### src/rtl/shift_pack.sv
// Four-lane 3-bit symbol packer: accumulates six symbols per lane into 18-bit words,
// first symbol in [2:0]; a flush emits a right-justified, zero-padded partial word.
module shift_pack (
  input  logic        clk,
  input  logic        rst_n,
  input  logic [11:0] sym_in,
  input  logic        sym_valid,
  output logic        sym_ready,
  input  logic        flush,
  output logic [17:0] buffer1_o,
  output logic [17:0] buffer2_o,
  output logic [17:0] buffer3_o,
  output logic [17:0] buffer4_o,
  output logic [2:0]  word_len,
  output logic        word_valid,
  input  logic        word_ready
);

  localparam int SYM_W = 3;
  localparam int LANES = 4;

  logic [17:0] r_acc [LANES];
  logic [17:0] r_buf [LANES];
  logic [2:0]  r_cnt;
  logic [2:0]  r_len;
  logic        r_word_valid;

  logic        w_slot_free;
  logic        w_sym_acc;
  logic        w_flush_acc;
  logic        w_emit;
  logic [2:0]  w_k;
  logic [4:0]  w_sh_amt;
  logic [17:0] w_shift [LANES];
  logic [17:0] w_word  [LANES];

  assign w_slot_free = !r_word_valid || word_ready;
  assign sym_ready   = w_slot_free || (r_cnt < 3'd5 && !flush);
  assign w_sym_acc   = sym_valid && sym_ready;
  assign w_flush_acc = flush && w_slot_free;
  assign w_k         = r_cnt + {2'b00, w_sym_acc};
  // A symbol at cnt == 5 is only accepted when the slot is free, so no full word is ever lost.
  assign w_emit      = (w_sym_acc && r_cnt == 3'd5) || (w_flush_acc && w_k != 3'd0);

  // Right-justify k held symbols: shift down by 3*(6-k).
  always_comb begin
    // NOTE: every always_comb output gets a default first so no latch is inferred.
    w_sh_amt = 5'd0;
    case (w_k)
      3'd1:    w_sh_amt = 5'd15;
      3'd2:    w_sh_amt = 5'd12;
      3'd3:    w_sh_amt = 5'd9;
      3'd4:    w_sh_amt = 5'd6;
      3'd5:    w_sh_amt = 5'd3;
      default: w_sh_amt = 5'd0;
    endcase
  end

  always_comb begin
    for (int i = 0; i < LANES; i++) begin
      w_shift[i] = {sym_in[SYM_W*i +: SYM_W], r_acc[i][17:3]};
      w_word[i]  = (w_sym_acc ? w_shift[i] : r_acc[i]) >> w_sh_amt;
    end
  end

  always_ff @(posedge clk or negedge rst_n) begin
    if (!rst_n) begin
      // NOTE: sequential state uses non-blocking assignments only.
      for (int i = 0; i < LANES; i++) begin
        r_acc[i] <= '0;
        r_buf[i] <= '0;
      end
      r_cnt        <= '0;
      r_len        <= '0;
      r_word_valid <= 1'b0;
    end else if (w_emit) begin
      for (int i = 0; i < LANES; i++) begin
        r_acc[i] <= '0;
        r_buf[i] <= w_word[i];
      end
      r_cnt        <= '0;
      r_len        <= w_k;
      r_word_valid <= 1'b1;
    end else begin
      if (w_sym_acc) begin
        for (int i = 0; i < LANES; i++) r_acc[i] <= w_shift[i];
        r_cnt <= r_cnt + 3'd1;
      end
      if (r_word_valid && word_ready) r_word_valid <= 1'b0;
    end
  end

  assign buffer1_o  = r_buf[0];
  assign buffer2_o  = r_buf[1];
  assign buffer3_o  = r_buf[2];
  assign buffer4_o  = r_buf[3];
  assign word_len   = r_len;
  assign word_valid = r_word_valid;

endmodule

### config.mk
export PLATFORM = sky130hd
export DESIGN_NAME = shift_pack
export DESIGN_NICKNAME = d
export VERILOG_FILES = /design/src/rtl/shift_pack.sv
export SDC_FILE = /design/constraint.sdc
export NUM_CORES = 1
export LEC_CHECK = 0
export CELL_PAD_IN_SITES_DETAIL_PLACEMENT = 1
export CELL_PAD_IN_SITES_GLOBAL_PLACEMENT = 1
export CORE_ASPECT_RATIO = 1.75
export CORE_MARGIN = 10
export CORE_UTILIZATION = 28
export CTS_CLUSTER_DIAMETER = 50
export CTS_CLUSTER_SIZE = 8
export DETAILED_ROUTE_END_ITERATION = 16
export PLACE_DENSITY = 0.54
export SYNTH_ARGS = -nofsm -noshare
export SYNTH_HDL_FRONTEND = slang
export SYNTH_SLANG_ARGS = --single-unit
### constraint.sdc
create_clock -name clk -period 5.77 [get_ports clk]
set_input_delay 0.8655 -clock clk [delete_from_list [all_inputs] [get_ports clk]]
set_output_delay 0.8655 -clock clk [all_outputs]
set_load 0.02 [all_outputs]
[Word level (Yosys, flattened, before mapping)]
Index checks and enable logic that the tools add are counted.
Word-level totals
  logic and storage cells: 49
  register bits after elaboration: 151
Operators by class
  magnitude comparators: 1
  shift operators: 4
  reduce and logical (&&, ||, !) cells: 14
  add/sub/neg operators: 2
  multiplexer cells: 11
  eq/ne operators: 6
Operators with widths (count)
  72-bit two-way mux: 2
  18-bit two-way mux: 4
  18-bit by 5-bit right shift with 18-bit output: 4
  4-bit case mux with 5 select lines: 1
  3-bit == test, second input constant: 3
  3-bit by 2-bit == test with 1-bit output, second input constant: 2
  1-bit logical AND: 6
  3-bit two-way mux: 2
  2-bit nonzero test: 2
  3-bit by 1-bit adder with 3-bit output: 1
  3-bit by 1-bit adder with 3-bit output, second input constant: 1
  3-bit by 1-bit == test with 1-bit output, second input constant: 1
  1-bit logical OR: 3
  3-bit less-than comparator, second input constant: 1
  3-bit nonzero test: 1
  1-bit logical NOT: 2
  1-bit two-way mux: 2

[Depth between registers and ports, before layout]
  depth in word-level cells: 9
  depth in mapped cells: 19
  mapped depth without buffers: 12

[Worst setup path before layout]
OpenSTA, ideal clock, no wires.
  kind: input port to flip-flop
  start point: input word_ready
  end point: register r_buf (netlist bit buffer3_o[7])
  arrival: 4026 ps
  setup time: 132 ps
  buffers on the path: 6
  stages on the path: 16
  slack: 1613 ps
  cell sequence: nand2b_1 > a22oi_2 > inv_2 > buf_2 > buf_2 > clkbuf_1 > ha_1 > ha_1 > xor2_2 > buf_6 > o21ai_4 > buf_6 > buf_2 > mux2_2 > a221oi_1 > o21ai_1
Between the ends
  cells in the longest elaborated chain, start to end: 7
Ends and longest elaborated chain
  from (decl): RTL line 16  | input logic word_ready
  1-bit logical OR *: RTL line 37  | assign w_slot_free = !r_word_valid || word_ready;
  1-bit logical OR: RTL line 38  | assign sym_ready = w_slot_free || (r_cnt < 3'd5 && !flush);
  1-bit logical AND: RTL line 39  | assign w_sym_acc = sym_valid && sym_ready;
  3-bit by 1-bit adder with 3-bit output: RTL line 41  | assign w_k = r_cnt + {2'b00, w_sym_acc};
  3-bit == test (tied with other cells): RTL line 49  | case (w_k)
  4-bit case mux with 5 select lines / 1-bit logical AND (equally long branches): RTL line 49, 43
  18-bit by 5-bit right shift with 18-bit output / 1-bit logical OR (equally long branches): RTL line 62, 43
  to (signal, indexed assignment): RTL line 79  | r_buf[i] <= w_word[i];
  to (decl): RTL line 23  | logic [17:0] r_buf [LANES];
Mark *: on every way between the ends. The rest lies on a longest branch, timed or not.
A chain may end at the register's enable or synchronous reset.

[Worst setup path in the final report]
  start point: input word_ready
  end point: register r_buf (netlist bit buffer2_o[2])
The elaborated chain is that of the path after synthesis.

==> summary.txt <==
Status
  • Status: complete, no violations

Synthesis
  • Commonest cells post-synth: nand2_1 (172), dfrtp_1 (151), nor2_1 (120)
  • Multiplexer share of the synthesized area: approximately an eighth
  • Top_reg_cell synth: dfrtp_1
  • Synth top area share: between 30% and 40%
  • Count leader, synth: nand2_1
  • Synth Area in XOR/XNOR: less than 1%
  • Post-synthesis compound-gate area fraction: 24.53%
  • Synth Area in Simple Gates: between 10% and 20%
  • Number of synthesized flops with an enable pin: 0
  • Syn nets: approximately 1100
  • Adder-cell area share of the yosys netlist: less than 1%
  • Synth top area cells: dfrtp_1 (39%), mux2i_1 (11%), nand2_1 (6.7%)
  • Netlist Area Pre-Place: 9683 sq um
  • Cell taking the most area after synthesis: dfrtp_1
  • Asr flop ratio synth: 100.0%
  • Sequential share of the synthesized area: between 30% and 40%
  • Avg Cell Area, Syn: roughly 8.8 sq um
  • FF+latch count, synth: about 150
  • Largest family of logic cells by synthesized area: compound AO/OA/AOI/OAI gates
  • Cells after Synth: between 1000 and 1500
  • Post-synthesis cell type count: 75
  • Synth warn: 0

Layout
  • Register area: between 3000 and 4000 sq um
  • Non-Filler Instances: ~1600
  • Share of post-route cells with drive strength above 1: roughly a tenth
  • ANT cells: 0
  • Fillers: 4002
  • Layout Area Growth over Synthesis: 19.42%
  • Final layout net count: ~1200
  • Multi-input gate area: between 5000 and 6000 sq um

Route
  • Remaining antenna violation count: 0
  • Post-route DRC: 0
  • Drt initial violations: roughly 770
  • Vias per inst: ~5.7
  • Routed len/inst: approximately 27 um
  • Via count: slightly above 9000
  • Final WL: 44.57 mm
  • Drt pass-1 iters: 5

STA
  • Final hold violation count: 0
  • Rel. slew slack: approximately a quarter
  • FMAX: 213.1 MHz
  • Max Slew Vio Count: 0
  • Final Cycle Share: slightly above 80%
  • Unrepaired setup endpoints after global routing: false
  • Post-layout min period: between 4 and 5 ns
  • Final setup violation count: 0
  • Worst Tran Pin Value: 1.112 ns
  • Final setup TNS: 0 ns
  • Setup Skew: slightly below 0.009 ns

Hold path
  • Hold Crit Class: in -> async

Setup path
  • Crit start category: primary input
  • FF-to-FF setup slack: roughly 1.3 ns
  • Max stage delay on crit path: a little over 0.8 ns
  • CP arrival: 5.04 ns
  • WS Path Type: in -> reg
  • Crit path max fanout: 65
  • Crit path from: word_ready
  • Reg2Reg Depth: 8
  • Worst r2r src: r_cnt[2]
  • Crit path to: buffer2_o[2]
  • WP buf/inv: 3
  • Slowest CP cell: buf_4
  • Critical Path Stages: 9
  • Required @ worst endpoint: ~6.1 ns
  • R2r endpoint: buffer2_o[2]
  • CP Capture Type: flop
  • Worst path cell trace: clkdlybuf4s50_1 > nand2b_1 > a22oi_2 > buf_4 > buf_4 > mux2i_1 > mux2i_1 > mux2_2 > a221o_1
  • Top cell family by delay on the critical path: buffers and inverters

Die
  • Ports: 94
  • Core area: roughly 34000 sq um
  • Std-Cell Rows: 90
  • DIE HEIGHT: between 200 and 300 um
  • Die Wd: between 150 and 200 um
  • Initial Util: around 28%
  • Die area: roughly 43000 sq um

Clock tree
  • Post-CTS setup buffers: 0
  • Clk_lat worst skew: 0.46 ns
  • Cts hold-fix bufs: 0
  • CTS Root Cell: clkbuf_16
  • Longest Clk Path Bufs: 2
  • Num CTS Buffers: 17
  • Clock slew at reported path FFs: 0.07 ns
  • Cts repair resizes: 0
  • CTS Sinks: around 150
  • H-tree depth: 4
  • CTS tree: yes

Global routing
  • Vias in the first global route: between 9000 and 10000
  • GRT Resource Usage Total: approximately 21%
  • Largest net degree at the start of global routing: 66
  • Aggregate global routing overflow: 0
  • Initial antenna violation count: 0
  • First-pass GRT wire length: 67.16 mm

Place
  • Port Buffers: 93
  • Detailed Place HPWL: around 32 mm
  • Routability congestion estimate: around 0.9
  • Placed cells: between 1500 and 2000

Flow run
  • Max-capacitance violation count: 0
## kinds of logic after synthesis
kind of cell | count (synthesis)
DFF | 151
adders and majority gates | 4
AOI/OAI and AO/OA | 332
buffers and inverters | 112
and+or+nand+nor | 378
muxes | 116
xor gates and xnor gates | 5
## flip-flops by register name, summed over array words and instances, names as in the netlist
signal,cells
buffer1_o,18
r_acc,72
word_len,3
word_valid,1
r_cnt,3
buffer4_o,18
buffer2_o,18
buffer3_o,18
## cells in the final DEF (no fill, tap or decap), drive strengths merged, types with 17 or more instances in the layout
master	netlist	final
a21oi	79	79
buf	70	45
clkbuf	30	18
clkdlybuf4s50	0	92
dfrtp	151	151
inv	12	20
mux2i	104	104
nand2	173	173
nand3	18	18
nor2	123	123
nor3	22	22
o21ai	64	64
o22ai	24	24
or3	17	17
## how the worst min path moves through the flow
stage,endpoint,slack (ns)
after floorplan,r_acc[56],0.47
after global placement,buffer1_o[14],0.46
after detailed placement,buffer3_o[9],0.47
after CTS,word_len[2],0.35
after global routing,word_len[2],0.37
final,word_len[2],0.33
## per-layer routing
layer,up-vias,GRT usage [%],part of all wire [%]
met1,4754,24.69,41
met3,69,2.444,3.9
met4,0,9.138,3.8
met5,-,0,0
li1,4132,-,-
met2,284,36.44,51
## per-stage QoR
stage	utilization (%)	cell area [sq um]	hold WS [ns]	setup WS, ns
after floorplan	-	9683	0.4711	1.613
after global placement	31.95	10970	0.4611	0.6353
after detailed placement	31.95	10970	0.4700	0.6327
after CTS	33.67	11560	0.3549	1.118
after global routing	33.67	11560	0.3723	0.8246
final	33.67	11560	0.3305	1.077
## worst reg2reg max path: stages (launching register included)
cell and delay, ns:
dfrtp_1 0.68, o21ai_1 0.15, a22oi_2 0.21, buf_4 0.68
buf_4 0.85, mux2i_1 0.87, mux2i_1 0.15, mux2_2 0.38
a221o_1 0.37
## cell type report
type,count,share of cell area (%)
Multi-Input combinational cell,835,45.82
Sequential cell,151,32.68
Timing Repair Buffer,137,11.03
Tap cell,460,4.977
Clock buffer,18,3.711
Clock inverter,14,1.396
Inverter,12,0.3895
Power is not shown: default switching activity piles up to over one toggle a cycle in this logic, so the estimate is an artifact.
